`config.mk`:
```
export PLATFORM = sky130hd
export DESIGN_NAME = fu_issue_scheduler
export DESIGN_NICKNAME = d
export VERILOG_FILES = /design/src/rtl/sys_defs_pkg.sv /design/src/rtl/rr_picker.sv /design/src/rtl/fu_issue_scheduler.sv
export SDC_FILE = /design/constraint.sdc
export NUM_CORES = 1
export LEC_CHECK = 0
export ABC_AREA = 1
export CELL_PAD_IN_SITES_DETAIL_PLACEMENT = 1
export CELL_PAD_IN_SITES_GLOBAL_PLACEMENT = 1
export CORE_ASPECT_RATIO = 0.6
export CORE_UTILIZATION = 35
export DETAILED_ROUTE_END_ITERATION = 8
export GPL_TIMING_DRIVEN = 0
export PLACE_DENSITY_LB_ADDON = 0.1
export SETUP_SLACK_MARGIN = 0.4
export SLEW_MARGIN = 25
export SYNTH_ARGS = -nofsm -noshare
export SYNTH_HDL_FRONTEND = slang
export SYNTH_SLANG_ARGS = --single-unit
```
`constraint.sdc`:
```
create_clock -name clock -period 7.8 [get_ports clock]
set_input_delay 1.56 -clock clock [delete_from_list [all_inputs] [get_ports clock]]
set_output_delay 1.56 -clock clock [all_outputs]
set_load 0.01 [all_outputs]
```
`src/rtl/sys_defs_pkg.sv`:
```
// Shared type definitions for the issue stage and functional units.
//   FUM     : functional-unit class carried by each RS entry
//   FU_FUNC : decoded operation within a functional unit
//   idx_w   : index width for an N-entry structure (never below 1)
package sys_defs;

  typedef enum logic [1:0] {
    FU_ALU,
    FU_MULT,
    FU_MEM,
    FU_BRANCH
  } FUM;

  typedef enum logic [3:0] {
    FUNC_ADD, FUNC_SUB, FUNC_AND, FUNC_OR, FUNC_XOR, FUNC_SLL, FUNC_SRL,
    FUNC_MUL, FUNC_LD, FUNC_ST, FUNC_BEQ, FUNC_BNE
  } FU_FUNC;

  function automatic int unsigned idx_w(input int unsigned n);
    return (n > 1) ? $clog2(n) : 1;
  endfunction

endpackage

```
`src/rtl/rr_picker.sv`:
```
// Round-robin multi-grant picker.
//   req       : request vector (WIDTH, power of two)
//   ptr       : highest-priority index this cycle
//   gnt_valid : grant valids, packed from bit 0
//   gnt_idx   : granted indices; slot k holds the k-th request found
//   next_ptr  : last granted index + 1 (wraps), or ptr when nothing granted
module rr_picker
  import sys_defs::*;
#(
  parameter int unsigned WIDTH     = 8,
  parameter int unsigned NUM_GRANT = 1,
  localparam int unsigned IW       = idx_w(WIDTH)
) (
  input  logic [WIDTH-1:0]                  req,
  input  logic [IW-1:0]                     ptr,
  output logic [NUM_GRANT-1:0]              gnt_valid,
  output logic [NUM_GRANT-1:0][IW-1:0]      gnt_idx,
  output logic [IW-1:0]                     next_ptr
);

  logic [IW-1:0] idx;
  int unsigned   found;

  // WIDTH is a power of two, so ptr + offset wraps naturally in IW bits.
  always_comb begin
    gnt_valid = '0;
    gnt_idx   = '0;
    next_ptr  = ptr;
    idx       = '0;
    found     = 0;
    for (int unsigned i = 0; i < WIDTH; i++) begin
      idx = ptr + IW'(i);
      if (req[idx]) begin
        for (int unsigned k = 0; k < NUM_GRANT; k++) begin
          if (found == k) begin
            gnt_valid[k] = 1'b1;
            gnt_idx[k]   = idx;
            next_ptr     = idx + IW'(1);
          end
        end
        if (found < NUM_GRANT) found++;
      end
    end
  end

endmodule

```
`src/rtl/fu_issue_scheduler.sv`:
```
// Issue-stage scheduler: picks ready RS entries per FU class with round-robin
// priority and sequences the iterative multiplier.
//   clock, reset_n        : clock, synchronous active-low reset
//   rs_ready, rs_fu       : per-entry ready flag and FU class
//   stall                 : blocks all grants (mult counter keeps running)
//   squash                : aborts the multiply in progress
//   mem_ready             : memory unit can accept an op
//   issue_mask            : one-hot OR of every granted entry
//   alu_valid/alu_idx     : per-ALU grant
//   mult/mem/br_valid,idx : single-instance class grants
//   mult_busy, mult_done  : multiplier occupancy / result pulse
module fu_issue_scheduler
  import sys_defs::*;
#(
  parameter int unsigned RS_SIZE     = 8,
  parameter int unsigned NUM_ALU     = 2,
  parameter int unsigned MULT_CYCLES = 4,
  localparam int unsigned IDX_W      = idx_w(RS_SIZE)
) (
  input  logic                            clock,
  input  logic                            reset_n,
  input  logic [RS_SIZE-1:0]              rs_ready,
  input  FUM   [RS_SIZE-1:0]              rs_fu,
  input  logic                            stall,
  input  logic                            squash,
  input  logic                            mem_ready,
  output logic [RS_SIZE-1:0]              issue_mask,
  output logic [NUM_ALU-1:0]              alu_valid,
  output logic [NUM_ALU-1:0][IDX_W-1:0]   alu_idx,
  output logic                            mult_valid,
  output logic                            mem_valid,
  output logic                            br_valid,
  output logic [IDX_W-1:0]                mult_idx,
  output logic [IDX_W-1:0]                mem_idx,
  output logic [IDX_W-1:0]                br_idx,
  output logic                            mult_busy,
  output logic                            mult_done
);

  localparam int unsigned CW = idx_w(MULT_CYCLES);

  typedef enum logic {M_IDLE, M_BUSY} mult_state_e;

  mult_state_e   state_q, state_d;
  logic [CW-1:0] count_q, count_d;

  logic [IDX_W-1:0] ptr_alu, ptr_mult, ptr_mem, ptr_br;
  logic [IDX_W-1:0] ptr_alu_nxt, ptr_mult_nxt, ptr_mem_nxt, ptr_br_nxt;

  logic               grant_en, mult_open;
  logic [RS_SIZE-1:0] req_alu, req_mult, req_mem, req_br;

  // Requests are masked by class and by every enable, so the pickers'
  // next_ptr already equals ptr whenever a class is blocked.
  always_comb begin
    grant_en  = reset_n && !stall;
    mult_open = grant_en && !squash && (state_q == M_IDLE || count_q == '0);
    req_alu   = '0;
    req_mult  = '0;
    req_mem   = '0;
    req_br    = '0;
    for (int unsigned i = 0; i < RS_SIZE; i++) begin
      req_alu[i]  = grant_en  && rs_ready[i] && (rs_fu[i] == FU_ALU);
      req_mult[i] = mult_open && rs_ready[i] && (rs_fu[i] == FU_MULT);
      req_mem[i]  = grant_en  && mem_ready && rs_ready[i] && (rs_fu[i] == FU_MEM);
      req_br[i]   = grant_en  && rs_ready[i] && (rs_fu[i] == FU_BRANCH);
    end
  end

  rr_picker #(.WIDTH(RS_SIZE), .NUM_GRANT(NUM_ALU)) u_pick_alu (
    .req(req_alu), .ptr(ptr_alu), .gnt_valid(alu_valid), .gnt_idx(alu_idx),
    .next_ptr(ptr_alu_nxt));

  rr_picker #(.WIDTH(RS_SIZE), .NUM_GRANT(1)) u_pick_mult (
    .req(req_mult), .ptr(ptr_mult), .gnt_valid(mult_valid), .gnt_idx(mult_idx),
    .next_ptr(ptr_mult_nxt));

  rr_picker #(.WIDTH(RS_SIZE), .NUM_GRANT(1)) u_pick_mem (
    .req(req_mem), .ptr(ptr_mem), .gnt_valid(mem_valid), .gnt_idx(mem_idx),
    .next_ptr(ptr_mem_nxt));

  rr_picker #(.WIDTH(RS_SIZE), .NUM_GRANT(1)) u_pick_br (
    .req(req_br), .ptr(ptr_br), .gnt_valid(br_valid), .gnt_idx(br_idx),
    .next_ptr(ptr_br_nxt));

  always_comb begin
    issue_mask = '0;
    for (int unsigned k = 0; k < NUM_ALU; k++)
      if (alu_valid[k]) issue_mask[alu_idx[k]] = 1'b1;
    if (mult_valid) issue_mask[mult_idx] = 1'b1;
    if (mem_valid)  issue_mask[mem_idx]  = 1'b1;
    if (br_valid)   issue_mask[br_idx]   = 1'b1;
  end

  // count is the number of BUSY cycles left before the done cycle, so the
  // load value is MULT_CYCLES-2: done lands MULT_CYCLES-1 cycles after grant.
  always_comb begin
    state_d = state_q;
    count_d = count_q;
    unique case (state_q)
      M_IDLE: begin
        if (mult_valid) begin
          state_d = M_BUSY;
          count_d = CW'(MULT_CYCLES - 2);
        end
      end
      M_BUSY: begin
        if (count_q == '0) begin
          if (mult_valid) count_d = CW'(MULT_CYCLES - 2);
          else            state_d = M_IDLE;
        end else begin
          count_d = count_q - CW'(1);
        end
      end
      default: state_d = M_IDLE;
    endcase
    if (squash) begin
      state_d = M_IDLE;
      count_d = '0;
    end
  end

  always_ff @(posedge clock) begin
    if (!reset_n) begin
      state_q  <= M_IDLE;
      count_q  <= '0;
      ptr_alu  <= '0;
      ptr_mult <= '0;
      ptr_mem  <= '0;
      ptr_br   <= '0;
    end else begin
      state_q  <= state_d;
      count_q  <= count_d;
      ptr_alu  <= ptr_alu_nxt;
      ptr_mult <= ptr_mult_nxt;
      ptr_mem  <= ptr_mem_nxt;
      ptr_br   <= ptr_br_nxt;
    end
  end

  assign mult_busy = reset_n && (state_q == M_BUSY);
  assign mult_done = reset_n && (state_q == M_BUSY) && (count_q == '0);

endmodule

```
* Word level (Yosys, flattened, before mapping)
Index checks and enable logic that the tools add are counted.
** Word-level totals
- Memories :: 0
- Latch bits :: 0
- Bits in writable memories :: 0
- Output and inout port bits :: 30
- Logic and storage cells :: 636
- Bits of input ports :: 29
- Bits in read-only memories :: 0
- Flip-flop bits (word level) :: 15
** Cells by class
- Bitwise logic cells :: 6
- Order comparisons :: 66
- Shifts and indexed selects :: 0
- Mux-type cells :: 338
- $add $sub $neg :: 81
- Reductions and logical operators :: 108
- Div/mod/pow operators :: 0
- Multipliers :: 0
- Equality and inequality tests :: 31
** Operator list (number)
- 32-bit 2-to-1 mux :: 48
- 32-bit zero test :: 28
- 32-bit by 1-bit adder with 32-bit output, second input constant :: 20
- 32-bit by 1-bit less-than comparator with 1-bit output, second input constant :: 15
- 3-bit 2-to-1 mux :: 127
- 32-bit by 1-bit == test with 1-bit output, second input constant :: 6
- 32-bit by 2-bit less-than comparator with 1-bit output, second input constant :: 5
- 3-bit by 4-bit less-than comparator with 1-bit output, second input constant :: 37
- 1-bit 2-to-1 mux :: 103
- 3-bit by 1-bit adder with 3-bit output, second input constant :: 32
- 1-bit binary-select mux with 3-bit select :: 32
- 1-bit logical AND :: 67
- 3-bit adder, second input constant :: 16
- 6-bit 2-to-1 mux :: 7
- 8-bit 2-to-1 mux :: 5
- 2-bit == test, second input constant :: 16
- 8-bit bitwise OR :: 4
- 3-bit by 2-bit adder with 3-bit output, second input constant :: 8
- 2-bit zero test :: 9
- 2-bit 2-to-1 mux :: 9
- 2-bit by 1-bit == test with 1-bit output, second input constant :: 8
- 1-bit demux with 3-bit select :: 5
- 3-bit by 1-bit greater-or-equal comparator with 1-bit output, second input constant :: 5
- 1-bit by 1-bit adder with 2-bit output, second input constant :: 4
- 10 further kinds :: 14

* Longest topological paths before layout
Gate-level depths: netlist (run 1).
- Word-level depth :: 41
- Mapped depth :: 45
- Mapped depth without buffers :: 42

* Modules after synthesis
Synthesis (run 1) repeated with hierarchy kept, for this count alone.
** Second synthesis, totals
- Cell total of the unflattened synthesis :: 1347
- Area total of the unflattened synthesis :: 7287.0 um^2
** Modules (own cells, without submodules)
- rr_picker at u_pick_br ... :: seq. area each 0.0 um^2, area an instance 1280.0 um^2, cells an instance 237, times used 3
- rr_picker at u_pick_alu :: seq. area each 0.0 um^2, area an instance 1998.2 um^2, cells an instance 394, times used 1
- fu_issue_scheduler :: seq. area each 300.3 um^2, area an instance 1448.9 um^2, cells an instance 242, times used 1

* Least setup slack after synthesis (run 1)
OpenSTA, ideal clock, no wires.
- Path type :: in2out
- From :: input reset_n
- To :: output issue_mask[0]
- Cell stages on the path :: 41
- Data arrival time :: 6.190 ns
- Buffers on the path :: 2
- Required time :: 6.240 ns
- Path slack :: 0.050 ns
- Cells stage by stage :: inv_2 nor2_8 buf_6 nand3_2 nand2_1 nand2_1 nand2_1 nand2_1 o21ai_0 buf_2 inv_1 ha_1 inv_1 nand3_4 o21ai_2 inv_2 ha_1 inv_1 [... 5 more ...] nor2_1 nand3_2 nand2_2 ha_1 inv_1 nor2_1 nand3_1 nand2_1 ha_1 o21ai_0 nand3_2 nor2_4 nand3_4 nand2_1 nand2_1 nor2_2 nand2_1 nand3_1
** RTL lines
- start: declaration :: line fu_issue_scheduler.sv:21 : input logic reset_n,
- end: declaration :: line fu_issue_scheduler.sv:27 : output logic [RS_SIZE-1:0] issue_mask,

* Worst setup path after layout (run 1)
- From :: input reset_n
- To :: output issue_mask[1]
** Between the ends
- Longest elaborated chain between the ends :: 40
- Elaborated cells on any way between the ends :: 427
- Those cells by class :: add/sub: 24; order compare: 34; eq/ne: 7; mux: 265; bitwise: 4; reduce/logical: 93
** Ends and longest elaborated chain
- 1-bit logical AND (*) :: line fu_issue_scheduler.sv:56 : grant_en = reset_n && !stall;
- 1-bit logical AND :: line fu_issue_scheduler.sv:63, fu_issue_scheduler.sv:66
- 1-bit logical AND :: line fu_issue_scheduler.sv:63 : req_alu[i] = grant_en && rs_ready[i] && (rs_fu[i] == FU_ALU);
- 1-bit binary-select mux with 3-bit select :: line rr_picker.sv:33 : if (req[idx]) begin
- 1-bit 2-to-1 mux (not written as such) :: line rr_picker.sv:33
- 1-bit 2-to-1 mux :: line rr_picker.sv:33
- 1-bit by 2-bit less-than comparator with 1-bit output / 1-bit by 1-bit adder with 2-bit output (equally long branches) :: line rr_picker.sv:41 : if (found < NUM_GRANT) found++;
- 32-bit 2-to-1 mux :: line rr_picker.sv:41
- [... 24 more ...]
- 8-bit bitwise OR (no line)
- 8-bit 2-to-1 mux :: line fu_issue_scheduler.sv:89 : if (alu_valid[k]) issue_mask[alu_idx[k]] = 1'b1;
- 8-bit bitwise OR (no line)
- 8-bit 2-to-1 mux :: line fu_issue_scheduler.sv:90 : if (mult_valid) issue_mask[mult_idx] = 1'b1;
- 8-bit bitwise OR (no line)
- 8-bit 2-to-1 mux :: line fu_issue_scheduler.sv:91 : if (mem_valid) issue_mask[mem_idx] = 1'b1;
- 8-bit bitwise OR (no line)
- 8-bit 2-to-1 mux (*) :: line fu_issue_scheduler.sv:92 : if (br_valid) issue_mask[br_idx] = 1'b1;
Every way passes the cells marked *; elsewhere a longest branch is shown, timed or not. The select of a mux whose other input is x is not followed.

==> metrics.csv, run 1 <==
metric;value;unit
slowest cell on the critical path;ha_4;
fmax;0.121;GHz
IO buf count;58;
number of DRC markers in iteration 0;517;
flop2flop setup slack;1.72;ns
Max-Cap Viols;0;
fin util;48.5;%
worst skew pair latency;0.26;ns
gpl congestion;0.894;
RSZ-0062 raised after global routing;yes;
Synth Area in XOR/XNOR;3.10;%
Yosys reg bits;15;
via/cell ratio;5.41;
Clock Path Buffers;2;
syn avg cell area;5.12;sq um
post-synthesis compound-gate area fraction;12.8;%
Clk pin slew, worst setup/hold paths;0.06;ns
area leader, netlist;nand2_1;
Max stage delay on crit path;0.26;ns
io pins;59;
Setup Crit Path Kind;input pin to primary output;
CP bufs+invs;14;
H-tree levels;1;
reg2reg path depth;45;
vias in the first global route;8343;
DIE WIDTH;174;um
delay-heaviest family, CP;simple AND/OR/NAND/NOR gates;
crit path from;reset_n;
Slew Limit Fails;0;
CTS Sinks;15;
syn_nets;1273;
# diodes;0;
Fillers;2474;
die area;18200;sq um
Simple-Gate Fraction of Synth Area;59.3;%
DRT Wirelength;28000;um
Yosys cell types;49;
Least-Margin Pin Slew;0.718;ns
register area share after synthesis;4.86;%
drt pass-1 iters;5;
area growth from synthesis to layout;35.1;%
global-route wire length before repair;43100;um
Setup Skew;0.000524;ns
worst setup margin;-0.444;ns
crit end category;primary output;
worst-path maximum fanout;5;
worst slack, placed;-2.15;ns
Worst Setup EP;issue_mask[1];
via count;8567;
synth warn;0;
area fraction of the dominant cell type after synthesis;26.0;%
CORE AREA;17200;sq um
hold path cells;2;
minimum clock period;8.24;ns
global route overflow;0;
Routed Antenna Nets;0;
HPWL after detailed placement;21000;um
number of stages on the worst setup path;45;
WL/cell;17.7;um
root buffer cell;clkbuf_16;
Min-Delay Path Class;flip-flop to flip-flop;
multiplexer share of the synthesized area;0;%
share of layout cells above drive strength 1;23.7;%
multi-input logic area;5600;sq um
largest family of logic cells by synthesized area;simple AND/OR/NAND/NOR gates;
max_slew headroom;52.1;%
largest net degree at the start of global routing;13;
CTS tree;done;
critical path required time;6.24;ns
R2R Path End;ptr_alu[1];
FP Rows;37;
Total GRT Usage;29.4;%
CP Data Arrival Time;6.68;ns
cts hold-fix bufs;0;
outcome;finished, violations left;
Post-route DRC;0;
FF+latch area;300;sq um
Cells after Synth;1208;
Synth area leaders;nand2_1 26%, nand3_1 11%, inv_1 8.1%;
post-synthesis adder-cell area fraction;7.29;%
failing checks;negative setup slack;
net count reported at finish;1417;
mapped cell area;6180;sq um
starting density of the core;35.9;%
die span in y;105;um
clock buffer count from CTS;3;
antenna violations before repair;0;
Worst R2R Start;ptr_alu[0];
Final Hold Viols;0;
setup violators final;11;
crit share post-route;106;%
CP startpoint kind;input pin;
synthesized netlist by cell type (all sizes together):
cell type / count
nand2: 455
nor3b: 1
nand4: 32
xnor2: 12
a22oi: 1
o21ai: 71
dfxtp: 15
nor2: 123
ha: 36
nand3: 162
a211oi: 3
a21o: 1
o211ai: 13
clkinv: 6
and3: 1
inv: 170
o22ai: 6
a31oi: 3
and3b: 1
nor3: 14
o21a: 1
clkbuf: 12
a21boi: 1
and2: 1
or2: 4
buf: 12
a21oi: 36
nand3b: 2
xor2: 9
o221ai: 4
kinds of logic after synthesis:
group	after synthesis
flip-flops	15
XOR/XNOR	21
adder cells (fa/ha/maj)	36
AND/OR/NAND/NOR	796
AO/OA/AOI/OAI	140
buffers and inverters	200
tightest hold or removal path, delay by kind of cell (launching register included):
kind | cells | cell delay, ns
AO/OA/AOI/OAI | 1 | 0.08
AND/OR/NAND/NOR | 1 | 0.08
flip-flops | 1 | 0.32
layout by cell type, fill, tap and decap left out, drive strengths merged, types with 4 or more instances in the layout:
cell type	instances
nand2	455
inv	170
nand3	162
nor2	123
buf	111
o21ai	71
a21oi	36
ha	36
nand4	32
clkbuf	20
clkdlybuf4s50	16
dfxtp	15
nor3	14
o211ai	13
xnor2	12
dlygate4sd2	10
xor2	9
clkdlybuf4s15	8
clkinv	7
o22ai	6
o221ai	4
or2	4
registers in the layout (all words and copies together), names as in the netlist:
name	cells
ptr_mult	3
ptr_alu	3
count_q	2
ptr_mem	3
ptr_br	3
state_q	1
stage by stage:
step | cells | TNS [ns] | hold slack [ns] | instance area [sq um]
detailed placement | 1500 | -29.64 | 0.532 | 7230
CTS | 1568 | -1.40 | 0.540 | 8110
global route | 1585 | -6.65 | 0.545 | 8350
finish | 1585 | -3.69 | 0.535 | 8350
floorplan | 1208 | 0 | 0.478 | 6360
global placement | 1500 | -27.54 | 0.504 | 7230
how the worst min path moves through the flow:
stage | to | startpoint | slack, ns
6_report | count_q[0] | count_q[0] | 0.53
5_1_grt | count_q[0] | count_q[0] | 0.55
4_1_cts | count_q[0] | count_q[0] | 0.54
3_3_place_gp | count_q[0] | count_q[0] | 0.50
3_5_place_dp | count_q[0] | count_q[0] | 0.53
2_1_floorplan | count_q[0] | count_q[0] | 0.48
final cells by class:
cell class / count / area share (%)
repair buffers: 139 / 14.7
inverters: 176 / 8.56
multi-input cells: 993 / 67.0
flip-flops and latches: 15 / 3.60
well taps: 234 / 3.51
clock buffers: 3 / 0.899
plain buffers: 24 / 1.62
clock inverters: 1 / 0.0599
routing by layer:
layer	GRT usage, %	routed length [um]	up-vias
li1	-	-	4183
met2	46.6	12200	220
met3	4.69	1470	45
met4	4.17	481	0
met1	42.3	13900	4119
met5	0	0	-
what timing repair did:
item	in CTS	in global routing
setup endpoints to repair	18	16
gates resized for setup	193	55
setup buffers	63	17
gates cloned	1	0
pin swaps	54	32
Power of run 1 is not shown: default switching activity piles up to over one toggle a cycle in this logic, so the estimate is an artifact.
==> inputs of run 2 (changes only) <==
Settings changed: CAP_MARGIN set to 5, SYNTH_HIERARCHICAL set to 1.
==> run 2 against run 1 <==
  * The run still ends with negative setup slack left
  * First-iteration DRC count increased by 23%
  * Worst setup slack better by 0.033 ns
  * Core utilization decreased by 3.6 points
  * Final cell count up 9.8%
  * Non-clock buffer count decreased by 20
  * Highest routed layer unchanged
==> metrics.csv, run 2 <==
metric;value;unit
global-route wire length before repair;47000;um
root buffer cell;clkbuf_16;
Post-synth EDFFs;0;
mapped cell area;7290;sq um
Max-Cap Viols;0;
FF+latch area;300;sq um
register area share after synthesis;4.12;%
Cells after Synth;1347;
vias in the first global route;8637;
Post-Layout Cell Count;1741;
most common cell in the netlist;nand2_1;
Yosys reg bits;15;
via count;9031;
slowest cell on the critical path;nand3b_1;
Min-Delay Path Class;flip-flop to flip-flop;
CTS Sinks;15;
Placed Cells;1678;
clock buffer count from CTS;3;
CTS tree;done;
most common cell after layout, fill and taps aside;nand2_1;
antenna violations before repair;0;
delay-heaviest family, CP;simple AND/OR/NAND/NOR gates;
Clk pin slew, worst setup/hold paths;0.06;ns
Setup Skew;0.00248;ns
R2R Path End;ptr_alu[0];
CP startpoint kind;input pin;
share of layout cells above drive strength 1;23.8;%
Fillers;2881;
RSZ-0062 raised after global routing;yes;
Total GRT Usage;27.4;%
worst-path maximum fanout;5;
io pins;59;
Worst R2R Start;ptr_alu[0];
critical path required time;6.24;ns
area fraction of the dominant cell type after synthesis;23.5;%
crit path from;stall;
drt pass-1 iters;5;
area growth from synthesis to layout;24.6;%
IO buf count;58;
max_slew headroom;49.4;%
starting density of the core;36.0;%
Yosys cell types;44;
Routed Antenna Nets;0;
Post-route DRC;0;
FFs w/ async S/R, synth;0;%
crit share post-route;105;%
fmax;0.122;GHz
CP Data Arrival Time;6.65;ns
Least-Margin Pin Slew;0.759;ns
largest net degree at the start of global routing;14;
DRT Wirelength;29600;um
DIE WIDTH;188;um
CORE AREA;20200;sq um
worst skew pair latency;0.25;ns
HPWL after detailed placement;23200;um
H-tree levels;1;
crit end category;primary output;
syn avg cell area;5.41;sq um
die area;21400;sq um
commonest non-fill, non-tap cells in the layout;440 x nand2_1, 186 x nand3_1, 174 x inv_1;
FP Rows;40;
CP bufs+invs;14;
Worst Setup EP;issue_mask[4];
gpl congestion;0.889;
multi-input logic area;6160;sq um
outcome;finished, violations left;
minimum clock period;8.21;ns
Synth area leaders;nand2_1 24%, nand3_1 13%, inv_1 10%;
Most used DFF post-synth;dfxtp_1;
via/cell ratio;5.19;
Slew Limit Fails;0;
Final Hold Viols;0;
area leader, netlist;nand2_1;
number of stages on the worst setup path;41;
die span in y;114;um
Synth top cells by count;457 x nand2_1, 196 x nand3_1, 195 x inv_1, 121 x nor2_1;
synth warn;6;
flop2flop setup slack;1.95;ns
Setup Crit Path Kind;input pin to primary output;
failing checks;negative setup slack;
global route overflow;0;
Clock Path Buffers;2;
Max stage delay on crit path;0.30;ns
WL/cell;17.0;um
syn_nets;1414;
worst setup margin;-0.412;ns
cts hold-fix bufs;0;
setup violators final;15;
reg2reg path depth;38;
net count reported at finish;1536;
number of DRC markers in iteration 0;636;
# diodes;0;
-- run 2: cell types whose count changed in the layout (fill, tap and decap cells not counted), moves of 12 or more --
cell           previous run  this run
a21oi_1                  32         8
buf_4                    73        56
dlygate4sd2_1            10        23
inv_1                   124       174
inv_2                    36        54
nand2_1                 402       440
nand2_2                  33        45
nand3_1                 128       186
nand3_2                  25        39
nor2_1                   91       113
nor4_4                    0        13
o21ai_0                  57        17
-- run 2: tightest hold or removal path: cells and delay by family, from the launching register on --
family,cells,cell delay (ns)
compound gates,1,0.05
flops,1,0.31
simple gates,1,0.06
-- run 2: worst min path at each step --
stage / from / end / slack [ns] / depth (start not counted)
2_1_floorplan: count_q[0] / count_q[0] / 0.44 / 2
5_1_grt: count_q[1] / count_q[1] / 0.49 / 2
6_report: count_q[0] / count_q[0] / 0.47 / 2
3_3_place_gp: count_q[0] / count_q[0] / 0.45 / 2
4_1_cts: count_q[0] / count_q[0] / 0.47 / 2
3_5_place_dp: count_q[0] / count_q[0] / 0.46 / 2
-- run 2: per-layer routing --
layer  global-route usage (%)  part of all wire, %  vias up
met1                     43.1                   54     4286
met2                     40.7                   40      214
met4                     3.36                 0.85        0
met5                        0                    0        -
li1                         -                    -     4512
met3                     2.06                  5.3       19
-- run 2: metrics by stage --
stage               cell area, sq um  worst slack [ns]  utilization [%]  setup TNS, ns  hold slack [ns]
floorplan                       7380             0.172                -              0            0.435
global placement                8300             -2.17             41.0         -29.99            0.450
detailed placement              8300             -2.31             41.0         -31.71            0.459
CTS                             8970            -0.311             44.4          -2.67            0.468
global route                    9080            -0.675             44.9          -7.78            0.495
finish                          9080            -0.412             44.9          -3.91            0.468
-- run 2: area by class of cell --
cell class	instances	area share, %
well taps	273	3.76
inverters	237	10.1
multi-input cells	1069	67.8
flip-flops and latches	15	3.31
repair buffers	117	11.2
clock inverters	1	0.0551
plain buffers	26	2.94
clock buffers	3	0.827
-- run 2: kinds of logic (layout without fill, tap and decap cells) --
family / Yosys count / in the layout / share of synthesized area (%)
AOI/OAI and AO/OA: 65 / 65 / 5.74
xor gates and xnor gates: 16 / 16 / 2.03
adders and majority gates: 38 / 38 / 6.52
buffers and inverters: 263 / 384 / 15.8
DFF: 15 / 15 / 4.12
and+or+nand+nor: 950 / 950 / 65.8
-- run 2: repair_timing --
action                     in CTS  in global routing
pin swaps                      50                 21
hold endpoints to repair        0                  0
resized for setup             163                 20
buffers inserted               50                  9
setup endpoints to repair      16                 16
Power of run 2 is left out for the same reason.
==> inputs of run 3 (changes only) <==
Settings changed: CAP_MARGIN 5 to 30.
==> results of run 3 <==
No change in the layout: final DEF, timing and power equal those of run 2.
Power of run 3 is left out for the same reason.
